## src/rtl/pc_sequencer_pkg.sv

```systemverilog
// rtl/pc_sequencer_pkg.sv - shared types and constants for the fetch PC sequencer
package pc_sequencer_pkg;

  localparam int INSN_ADDR_WIDTH = 32;
  localparam int FLUSH_CNT_WIDTH = 3;

  typedef logic [INSN_ADDR_WIDTH-1:0] InsnAddrPath;
  typedef logic [31:0]                BranchStatPath;

  localparam InsnAddrPath INSN_PC_INC = InsnAddrPath'(4);

  typedef enum logic [1:0] {
    SEQ_RUN     = 2'd0,
    SEQ_PENDING = 2'd1,
    SEQ_FLUSH   = 2'd2
  } SeqStatePath;

endpackage

```

## src/rtl/branch_stat_counter.sv

```systemverilog
// rtl/branch_stat_counter.sv - pair of enable-driven wrapping branch statistics counters
module branch_stat_counter
  import pc_sequencer_pkg::*;
(
  input  logic          clk,
  input  logic          rst,
  input  logic          br_inc,
  input  logic          taken_inc,
  output BranchStatPath br_count,
  output BranchStatPath taken_count
);

  always_ff @(posedge clk) begin
    if (rst) begin
      br_count    <= '0;
      taken_count <= '0;
    end else begin
      if (br_inc)    br_count    <= br_count + BranchStatPath'(1);
      if (taken_inc) taken_count <= taken_count + BranchStatPath'(1);
    end
  end

endmodule

```

## src/rtl/pc_sequencer.sv

```systemverilog
// rtl/pc_sequencer.sv - fetch PC sequencer with buffered redirect and wrong-path squash
// Optional branch statistics counters enabled by PC_SEQ_BRANCH_STATS_EN.
module pc_sequencer
  import pc_sequencer_pkg::*;
#(
  parameter InsnAddrPath RESET_VECTOR = '0,
  parameter int          FLUSH_DEPTH  = 2
) (
  input  logic          clk,
  input  logic          rst,
  input  logic          stall,
  input  logic          brValid,
  input  logic          brTaken,
  input  InsnAddrPath   brTarget,
  output InsnAddrPath   pcOut,
  output logic          squash,
  output logic          redirectPending,
  output BranchStatPath brCount,
  output BranchStatPath takenCount
);

  localparam logic [FLUSH_CNT_WIDTH-1:0] FLUSH_LOAD = FLUSH_CNT_WIDTH'(FLUSH_DEPTH);
  localparam logic [FLUSH_CNT_WIDTH-1:0] CNT_ONE    = FLUSH_CNT_WIDTH'(1);

  SeqStatePath                state, state_next;
  InsnAddrPath                pc, pc_next;
  InsnAddrPath                pend_target, pend_next;
  logic [FLUSH_CNT_WIDTH-1:0] flush_cnt, cnt_next;

  always_ff @(posedge clk) begin
    if (rst) begin
      state       <= SEQ_RUN;
      pc          <= RESET_VECTOR;
      pend_target <= '0;
      flush_cnt   <= '0;
    end else begin
      state       <= state_next;
      pc          <= pc_next;
      pend_target <= pend_next;
      flush_cnt   <= cnt_next;
    end
  end

  // Branches seen in PENDING (same branch held by EX) or FLUSH (wrong path) are ignored.
  always_comb begin
    state_next = state;
    pc_next    = pc;
    pend_next  = pend_target;
    cnt_next   = flush_cnt;
    case (state)
      SEQ_RUN: begin
        if (!stall) begin
          if (brValid && brTaken) begin
            pc_next    = brTarget;
            cnt_next   = FLUSH_LOAD;
            state_next = SEQ_FLUSH;
          end else begin
            pc_next = pc + INSN_PC_INC;
          end
        end else if (brValid && brTaken) begin
          pend_next  = brTarget;
          state_next = SEQ_PENDING;
        end
      end
      SEQ_PENDING: begin
        if (!stall) begin
          pc_next    = pend_target;
          cnt_next   = FLUSH_LOAD;
          state_next = SEQ_FLUSH;
        end
      end
      SEQ_FLUSH: begin
        if (!stall) begin
          pc_next  = pc + INSN_PC_INC;
          cnt_next = flush_cnt - CNT_ONE;
          if (flush_cnt == CNT_ONE) state_next = SEQ_RUN;
        end
      end
      default: state_next = SEQ_RUN;
    endcase
  end

  assign pcOut           = pc;
  assign squash          = (state == SEQ_FLUSH);
  assign redirectPending = (state == SEQ_PENDING);

`ifdef PC_SEQ_BRANCH_STATS_EN
  logic br_inc, taken_inc;

  // A stalled not-taken branch is re-presented by EX, so it is counted once unstalled.
  assign br_inc    = (state == SEQ_RUN) && brValid && (!stall || brTaken);
  assign taken_inc = !stall && (((state == SEQ_RUN) && brValid && brTaken) ||
                                (state == SEQ_PENDING));

  branch_stat_counter u_stats (
    .clk         (clk),
    .rst         (rst),
    .br_inc      (br_inc),
    .taken_inc   (taken_inc),
    .br_count    (brCount),
    .taken_count (takenCount)
  );
`else
  assign brCount    = '0;
  assign takenCount = '0;
`endif

endmodule

```

## config.mk

```make
export PLATFORM = sky130hd
export DESIGN_NAME = pc_sequencer
export DESIGN_NICKNAME = d
export VERILOG_FILES = /design/src/rtl/pc_sequencer_pkg.sv /design/src/rtl/branch_stat_counter.sv /design/src/rtl/pc_sequencer.sv
export SDC_FILE = /design/constraint.sdc
export NUM_CORES = 1
export LEC_CHECK = 0
export ABC_CLOCK_PERIOD_IN_PS = 4450
export BUFFER_PORTS_ARGS = -buffer_cell sky130_fd_sc_hd__buf_2
export CORE_UTILIZATION = 56
export DETAILED_ROUTE_END_ITERATION = 10
export PLACE_DENSITY_LB_ADDON = 0.25
export SYNTH_ARGS = -nofsm -noshare
export SYNTH_HDL_FRONTEND = slang
export SYNTH_HIERARCHICAL = 1
export SYNTH_SLANG_ARGS = --single-unit
```

## constraint.sdc

```tcl
create_clock -name clk -period 4.45 [get_ports clk]
set_input_delay 0.6675 -clock clk [delete_from_list [all_inputs] [get_ports clk]]
set_output_delay 0.6675 -clock clk [all_outputs]
set_load 0.005 [all_outputs]
```

==> results.py, run 1 <==
metrics = {
    "placement": {
        "place.detailed.hpwl_mm": 8.22,
        "routabilityCongestion": 0.832,
        "placed_cells": 740,
        "number_of_i_o_port_buffers": 70,
    },
    "yosys": {
        "synth_sequential_area_ratio_pct": 31.1,
        "synth-main-ff-cell": "dfxtp_1",
        "cell_area_after_synthesis_um2": 4440,
        "netlist_instances": 601,
        "synth.avg_cell_area_um2": 7.38,
        "netlist-cell-type-count": 61,
        "synth-async-reset-ratio_pct": 0,
        "yosysWarnings": 6,
        "postSynthRegisterBits": 69,
        "synth_edf_count": 0,
    },
    "outcome": {
        "status": "complete, no violations",
    },
    "global_route": {
        "track_usage_pct": 29.6,
        "number_of_global_route_vias_before_repair": 3950,
        "grt_antenna_before_repair": 0,
        "grt_pass1_wl_mm": 19.6,
        "grt-ovfl-total": 0,
        "maximum_number_of_pins_on_one_net_before_global_route_repair": 58,
    },
    "finish": {
        "flow.area_growth_from_synthesis_pct": 8.38,
        "final_layout_size_suffix_gt1_share_pct": 16.7,
        "final-instance-count-excl-fill": 756,
        "num_antenna_cells": 0,
        "final_nets": 692,
    },
    "sta": {
        "max-slew-margin-rel_pct": 34.1,
        "final.setup_skew_ns": 0.00727,
        "timing.final.crit_share_pct": 65.4,
        "setup_repair_after_global_routing_missed_its_margin": "no",
        "slew_viol_final": 0,
        "tightestPinTransition_ns": 0.988,
        "final_worst_path_period_need_ns": 2.91,
        "final-hold-violation-count": 0,
        "fin_setup_tns_ns": 0,
        "maximum_operating_frequency_ghz": 0.343,
        "setup_violations": 0,
    },
    "clock_tree": {
        "clk_tree_root_cell": "clkbuf_8",
        "htree_depth": 3,
        "clkLatencyLatePin_ns": 0.35,
        "cts-resized-gates": 0,
        "clock-sinks": 69,
        "ctsHoldBuffers": 0,
        "cts.reportedPaths.clkPinSlew_ns": 0.08,
        "cts_inserted_buffers": 9,
        "cts_tree": "done",
        "post_cts_setup_buffers": 0,
        "cts_buffer_depth": 2,
    },
    "drt": {
        "routed_wire_length_per_instance_um": 16.3,
        "drt-pass1-iter-count": 5,
        "vias": 4571,
        "ant_nets": 0,
        "final_routed_drc_violation_total": 0,
        "post_drt_via_cell_ratio": 6.05,
        "initial_detailed_routing_violation_count": 410,
        "final_wirelength_mm": 12.3,
    },
    "floorplanning": {
        "die_width_um": 91.0,
        "rows": 32,
        "core_area_um2": 7690,
        "start_util_pct": 57.7,
        "fp.dieArea_um2": 8280,
        "io_pins": 135,
        "die_height_um": 91.0,
    },
    "critical_path": {
        "crit_end": "pcOut[18]",
        "worst_r2r_endpoint": "pcOut[18]",
        "startpoint_type": "flip-flop",
        "critical_path.startpoint": "state[1]",
        "crit-reg2reg-launch": "state[1]",
        "arrival_ns": 3.15,
        "worst_setup_end_kind": "flip-flop",
        "ff2ff_path_depth": 8,
        "cp.required_ns": 4.69,
        "cp_max_fo": 24,
        "path_class": "flip-flop to flip-flop",
        "timing.reg2reg.setup_slack_ns": 1.54,
    },
    "job": {
        "max-cap-violations": 0,
    },
    "power": {
        "pwr_density_cell_nw_per_um2": 596,
        "power.ir.vdd_worst_uv": 381,
        "leakagePower_uw": 0.00195,
    },
    "worst_hold_path": {
        "timing.hold.worst.class": "flip-flop to flip-flop",
    },
}
==> cells in the final DEF, fill, tap and decap left out, drive strengths merged, types with 5 or more instances in the layout <==
master	synthesis	final
a221oi	7	7
xnor2	6	6
or4	5	5
o21ai	31	31
nand3	15	15
a211oi	16	16
and3	7	7
a22oi	6	6
buf	68	79
dfxtp	69	69
a21oi	69	69
nand2	96	96
inv	8	8
nand4	13	13
clkbuf	37	12
o31ai	7	7
xor2	6	6
conb	1	64
and2	7	7
and4	8	8
a2111oi	5	5
nor2	49	49
ha	6	6
nor3	10	10
o221a	7	7
==> metal layers <==
layer | wire (um) | global-route usage [%] | vias to the layer above
met5 | 0 | 0 | -
met4 | 289 | 11.5 | 0
met2 | 5680 | 48.0 | 277
met1 | 5160 | 39.8 | 2145
li1 | - | - | 2119
met3 | 1170 | 4.27 | 30
==> worst max-delay path, cell delays in order (launching register included) <==
cell	delay (ns)
dfxtp_1	0.35
inv_1	0.08
ha_1	0.38
o31a_1	0.41
or2_1	0.58
buf_4	0.34
a221oi_1	0.27
a21oi_1	0.12
o2111a_1	0.26
==> worst min-delay path by stage <==
stage,end,startpoint,cells after the start
2_1_floorplan,pend_target[20],pend_target[20],2
3_3_place_gp,pend_target[20],pend_target[20],2
3_5_place_dp,pend_target[30],pend_target[30],2
4_1_cts,pend_target[22],pend_target[22],2
5_1_grt,pend_target[31],pend_target[31],2
6_report,pend_target[17],pend_target[17],2
==> sequential cells by signal (all words and copies together), names as in the netlist <==
register	flops
pcOut	32
flush_cnt	3
pend_target	32
state	2
==> stage by stage <==
step                hold slack, ns  instance area [um2]  utilization, %  worst slack (ns)  total power, uW
floorplan                    0.432                 4670               -              2.39             1870
global placement             0.441                 4580            59.6              1.74             2200
detailed placement           0.449                 4580            59.6              1.62             2250
CTS                          0.460                 4810            62.5              1.59             2830
global route                 0.482                 4810            62.5              1.35             3060
finish                       0.459                 4810            62.5              1.54             2870
==> cell usage after synthesis (8+ instances only) <==
cell type  number  share of area (%)
nor3_1         10                1.1
a21oi_1        69                7.8
nand3_1        15                1.7
inv_1           8               0.68
clkbuf_1       35                3.0
nand2_1        95                8.0
dfxtp_1        69                 31
o21ai_0        31                3.5
nand4_1        13                1.8
nor2_1         49                4.1
buf_4          64                 11
a211oi_1       16                2.7
==> where the power goes <==
part | total [uW] | internal (uW) | switching [uW]
sequential | 950 | 759 | 191
clock | 588 | 345 | 243
combinational | 1330 | 524 | 805
==> logic make-up (layout without fill, tap and decap cells) <==
family | after synthesis | count (layout) | share of synthesized area [%]
and+or+nand+nor | 226 | 226 | 24.0
AOI/OAI and AO/OA | 172 | 172 | 25.2
buffers and inverters | 113 | 103 | 15.1
DFF | 69 | 69 | 31.1
xor gates and xnor gates | 12 | 12 | 2.37
adders and majority gates | 6 | 6 | 1.69
muxes | 2 | 2 | 0.479
other | 1 | 64 | 0.0845
==> area by class of cell <==
| class | count | area (um2) |
|---|---|---|
| timing repair buffer | 79 | 418 |
| sequential | 69 | 1380 |
| clock inverter | 4 | 70.1 |
| inverter | 8 | 30.0 |
| multi-input combinational | 482 | 2630 |
| tap | 102 | 128 |
| clock buffer | 12 | 155 |
| fill | 734 | 2880 |
Note: power is estimated with default switching activity, not from simulation.
==> run 2: changes to the inputs <==
ABC_CLOCK_PERIOD_IN_PS = 2900   (was 4450)
CORE_UTILIZATION = 52   (was 56)
clock period = 2.9 ns   (was 4.45 ns; I/O delays follow)
==> run 2 against run 1 <==
Critical endpoint is now pcOut[22]. Largest cell class unchanged. Fmax grew 16%. Combinational power grew 57%. Core utilization shrank 4.1 points. Cell area is essentially flat. Register-to-register slack lost 1.2 ns. Sequential power grew 54%. Highest routed layer unchanged. Clock skew grew 0.0039 ns.
==> results.py, run 2 (same netlist as run 1, synthesis figures left out) <==
metrics = {
    "placement": {
        "routabilityCongestion": 0.873,
        "number_of_i_o_port_buffers": 70,
        "place.detailed.hpwl_mm": 8.47,
    },
    "drt": {
        "drt-pass1-iter-count": 6,
        "routed_wire_length_per_instance_um": 16.6,
        "ant_nets": 0,
        "initial_detailed_routing_violation_count": 413,
        "final_wirelength_mm": 12.7,
        "post_drt_via_cell_ratio": 5.96,
        "final_routed_drc_violation_total": 0,
        "vias": 4545,
    },
    "clock_tree": {
        "ctsHoldBuffers": 0,
        "cts.reportedPaths.clkPinSlew_ns": 0.07,
        "post_cts_setup_buffers": 0,
        "cts_tree": "done",
        "cts_inserted_buffers": 9,
        "cts-resized-gates": 0,
        "htree_depth": 3,
        "cts_buffer_depth": 2,
        "clk_tree_root_cell": "clkbuf_8",
        "clock-sinks": 69,
        "clkLatencyLatePin_ns": 0.35,
    },
    "finish": {
        "utilization_pct": 58.5,
        "final_nets": 698,
        "final_layout_size_suffix_gt1_share_pct": 17.2,
        "flow.area_growth_from_synthesis_pct": 8.29,
        "number_of_filler_cells_placed_in_the_layout": 820,
        "layout_common_cells": "95 x nand2_1, 70 x buf_2, 69 x a21oi_1, 69 x dfxtp_1, 64 x conb_1",
        "num_antenna_cells": 0,
        "mostFrequentLayoutCell": "nand2_1",
    },
    "job": {
        "max-cap-violations": 0,
    },
    "power": {
        "power.ir.vdd_worst_uv": 424,
        "leakagePower_uw": 0.00195,
        "seq_power_share_pct": 34.1,
        "share_comb_of_total_power_pct": 48.8,
        "internal-power_uw": 2360,
        "pwr_density_cell_nw_per_um2": 890,
        "power.share.switching_pct": 44.8,
        "switching_pwr_uw": 1920,
        "clockPowerShare_pct": 17.1,
    },
    "critical_path": {
        "worst_setup_end_kind": "flip-flop",
        "crit-reg2reg-launch": "pcOut[2]",
        "cp.required_ns": 3.20,
        "startpoint_type": "flip-flop",
        "ff2ff_path_depth": 6,
        "path_class": "flip-flop to flip-flop",
        "worst_r2r_endpoint": "pcOut[22]",
        "timing.reg2reg.setup_slack_ns": 0.38,
        "cp_max_fo": 12,
        "arrival_ns": 2.82,
    },
    "worst_hold_path": {
        "min_to": "pend_target[5]",
        "timing.hold.worst.class": "input port to flip-flop",
        "hold_path_depth": 3,
        "hold_path_startpoint": "brTarget[5]",
    },
    "global_route": {
        "grt-ovfl-total": 0,
        "grt_antenna_before_repair": 0,
        "maximum_number_of_pins_on_one_net_before_global_route_repair": 58,
        "track_usage_pct": 28.9,
        "number_of_global_route_vias_before_repair": 3984,
        "grt_pass1_wl_mm": 19.8,
    },
    "floorplanning": {
        "rows": 33,
        "core_area_um2": 8220,
        "start_util_pct": 54.0,
        "die_width_um": 94.4,
        "die_height_um": 94.4,
        "io_pins": 135,
        "fp.dieArea_um2": 8910,
    },
    "sta": {
        "setup_repair_after_global_routing_missed_its_margin": "no",
        "fin_setup_tns_ns": 0,
        "final.setup_skew_ns": 0.0111,
        "final-hold-violation-count": 0,
        "slew_viol_final": 0,
        "timing.final.crit_share_pct": 86.9,
        "final_worst_path_period_need_ns": 2.52,
        "setup_violations": 0,
        "maximum_operating_frequency_ghz": 0.397,
        "tightestPinTransition_ns": 0.680,
        "max-slew-margin-rel_pct": 54.7,
    },
    "outcome": {
        "status": "complete, no violations",
    },
}
-- run 2: worst max path at each step --
stage,to,cells after the start,from
floorplan,flush_cnt[1],9,state[1]
global placement,pcOut[22],6,pcOut[2]
detailed placement,pcOut[22],6,pcOut[2]
CTS,pcOut[22],6,pcOut[2]
global route,pcOut[22],6,pcOut[2]
finish,pcOut[22],6,pcOut[2]
-- run 2: metal layers --
layer	up-vias	track usage, %	wire length (um)
li1	2127	-	-
met1	2147	37.5	5420
met2	232	45.4	5840
met3	39	6.76	1060
met4	0	12.6	373
met5	-	0	0
-- run 2: area by class of cell --
| cell class | instances | area, um2 | area share, % |
|---|---|---|---|
| Clock buffer | 12 | 165 | 3.44 |
| Sequential cell | 69 | 1380 | 28.7 |
| Multi-Input combinational cell | 482 | 2630 | 54.7 |
| Inverter | 8 | 30.0 | 0.625 |
| Timing Repair Buffer | 85 | 463 | 9.64 |
| Clock inverter | 1 | 7.51 | 0.156 |
| Tap cell | 105 | 131 | 2.73 |
-- run 2: critical path: stages (launching register included) --
cell and delay [ns]:
dfxtp_1 0.44, ha_1 0.24, and4_1 0.35, nand4_1 0.43, or4_1 0.61, a31oi_1 0.19, o221a_2 0.20
-- run 2: stage by stage --
step	total power [uW]	hold slack, ns	cell area (um2)	cells	setup WS [ns]
6_report	4280	0.325	4800	762	0.381
5_1_grt	4570	0.320	4800	762	0.268
4_1_cts	4240	0.318	4800	762	0.402
3_5_place_dp	3510	0.445	4630	749	0.416
3_3_place_gp	3440	0.442	4630	749	0.524
2_1_floorplan	2870	0.432	4670	664	0.837
-- run 2: power by group through the flow --
stage | Combinational [uW] | Clock [uW] | Sequential, uW
finish | 2090 | 730 | 1460
global route | 2290 | 788 | 1490
CTS | 2060 | 740 | 1450
detailed placement | 2040 | 0 | 1470
global placement | 1990 | 0 | 1450
floorplan | 1450 | 0 | 1410
==> run 3: changes to the inputs <==
CORE_MARGIN = 5   (was default)
==> run 3 against run 2 <==
Critical path depth is 1 higher. Sequential power about the same. Flip-flop and latch count did not move. Register-to-register slack gained 0.13 ns. Clock skew decreased by 0.0025 ns. First-iteration DRC count fell by 30%. Clock power is 9.9% higher. Hold slack better by 0.0013 ns. Critical endpoint is now pcOut[25]. Final cell count increased by 0.13%.
==> results.py, run 3 (same netlist as run 1, synthesis figures left out) <==
metrics = {
    "global_route": {
        "track_usage_pct": 24.3,
        "maximum_number_of_pins_on_one_net_before_global_route_repair": 33,
        "grt-ovfl-total": 0,
        "grt_antenna_before_repair": 0,
        "grt_pass1_wl_mm": 20.3,
        "number_of_global_route_vias_before_repair": 4100,
    },
    "placement": {
        "number_of_i_o_port_buffers": 70,
        "place.detailed.hpwl_mm": 8.95,
        "routabilityCongestion": 0.896,
    },
    "clock_tree": {
        "clock-sinks": 69,
        "ctsHoldBuffers": 0,
        "cts_inserted_buffers": 9,
        "clk_tree_root_cell": "clkbuf_8",
        "cts_buffer_depth": 2,
        "clkLatencyLatePin_ns": 0.35,
        "post_cts_setup_buffers": 0,
        "cts-resized-gates": 0,
        "htree_depth": 3,
        "cts_tree": "done",
        "cts.reportedPaths.clkPinSlew_ns": 0.08,
    },
    "critical_path": {
        "crit_slowest_cell": "and2_1",
        "cp_max_fo": 20,
        "crit_chain": "inv_1 -> ha_1 -> and2_1 -> a22oi_1 -> nand4_1 -> o31ai_1 -> a211oi_1",
        "path_class": "flip-flop to flip-flop",
        "worst_r2r_endpoint": "pcOut[25]",
        "path_buf_inv": 1,
        "ff2ff_path_depth": 7,
        "timing.reg2reg.setup_slack_ns": 0.51,
        "worst_setup_end_kind": "flip-flop",
        "cp.required_ns": 3.16,
        "startpoint_type": "flip-flop",
        "critical_path.startpoint": "state[1]",
        "crit-reg2reg-launch": "state[1]",
        "worst_path_largest_cell_delay_ns": 0.77,
        "timing.critical_path.max_delay_family": "simple AND/OR/NAND/NOR gates",
        "arrival_ns": 2.65,
    },
    "job": {
        "max-cap-violations": 0,
    },
    "floorplanning": {
        "core_area_um2": 8260,
        "fp.dieArea_um2": 10500,
        "start_util_pct": 53.7,
        "io_pins": 135,
        "die_width_um": 102,
        "rows": 33,
        "die_height_um": 102,
    },
    "sta": {
        "timing.final.crit_share_pct": 82.3,
        "setup_violations": 0,
        "max-slew-margin-rel_pct": 40.2,
        "tightestPinTransition_ns": 0.897,
        "final-hold-violation-count": 0,
        "slew_viol_final": 0,
        "setup_repair_after_global_routing_missed_its_margin": "no",
        "fin_setup_tns_ns": 0,
        "maximum_operating_frequency_ghz": 0.419,
        "final_worst_path_period_need_ns": 2.39,
        "final.setup_skew_ns": 0.00865,
    },
    "power": {
        "switching_pwr_uw": 1900,
        "clockPowerShare_pct": 18.4,
        "seq_power_share_pct": 33.4,
        "share_comb_of_total_power_pct": 48.1,
        "power.share.switching_pct": 43.7,
        "internal-power_uw": 2450,
        "power.ir.vdd_worst_uv": 436,
        "leakagePower_uw": 0.00196,
        "pwr_density_cell_nw_per_um2": 900,
        "p_total_uw": 4350,
    },
    "drt": {
        "initial_detailed_routing_violation_count": 291,
        "final_routed_drc_violation_total": 0,
        "final_wirelength_mm": 12.9,
        "routed_wire_length_per_instance_um": 16.9,
        "post_drt_via_cell_ratio": 5.97,
        "drt-pass1-iter-count": 6,
        "ant_nets": 0,
        "vias": 4554,
    },
    "finish": {
        "layout_common_cells": "95 x nand2_1, 70 x buf_2, 69 x a21oi_1, 69 x dfxtp_1, 64 x conb_1",
        "final_layout_size_suffix_gt1_share_pct": 17.3,
        "mostFrequentLayoutCell": "nand2_1",
        "final_nets": 697,
        "flow.area_growth_from_synthesis_pct": 9.00,
        "num_antenna_cells": 0,
    },
    "worst_hold_path": {
        "min_to": "pend_target[8]",
        "hold_path_startpoint": "brTarget[8]",
        "hold_path_depth": 3,
        "timing.hold.worst.class": "input port to flip-flop",
    },
    "outcome": {
        "status": "complete, no violations",
    },
}
==> run 3: area by class of cell <==
cell class / count / area [um2]
inverters: 8 / 30.0
multi-input cells: 482 / 2630
flip-flops and latches: 69 / 1380
well taps: 105 / 131
clock buffers: 11 / 151
clock inverters: 4 / 47.5
repair buffers: 84 / 468
fillers: 799 / 3420
==> run 3: worst max-delay path by stage <==
| stage | end | slack [ns] | cells past startpoint |
|---|---|---|---|
| floorplan | flush_cnt[1] | 0.84 | 9 |
| global placement | pcOut[0] | 0.61 | 7 |
| detailed placement | pcOut[25] | 0.57 | 7 |
| CTS | pcOut[0] | 0.53 | 7 |
| global route | pcOut[25] | 0.30 | 7 |
| finish | pcOut[25] | 0.51 | 7 |
==> run 3: tightest hold or removal path: stages <==
cell     delay (ns)
buf_2          0.10
nand2_1        0.05
a21oi_1        0.05
==> run 3: metal layers <==
metal  up-vias  share of wire (%)  global-route usage, %
li1       2132                  -                      -
met1      2156                 42                   32.5
met5         -                  0                      0
met4         0                2.4                   10.4
met2       234                 47                   39.1
met3        32                8.7                   3.69
==> run 3: through the flow <==
step	worst slack (ns)	utilization, %	cell area, um2	hold slack, ns	cells
3_3_place_gp	0.613	56.2	4640	0.441	748
5_1_grt	0.297	58.6	4840	0.331	763
6_report	0.513	58.6	4840	0.326	763
3_5_place_dp	0.570	56.2	4640	0.449	748
2_1_floorplan	0.837	-	4670	0.432	664
4_1_cts	0.528	58.6	4840	0.321	763
==> run 3: power by group through the flow <==
stage	Clock (uW)	Sequential (uW)	Combinational, uW
5_1_grt	848	1500	2350
4_1_cts	813	1450	2080
3_5_place_dp	0	1470	2060
3_3_place_gp	0	1460	2000
2_1_floorplan	0	1410	1450
6_report	802	1460	2100
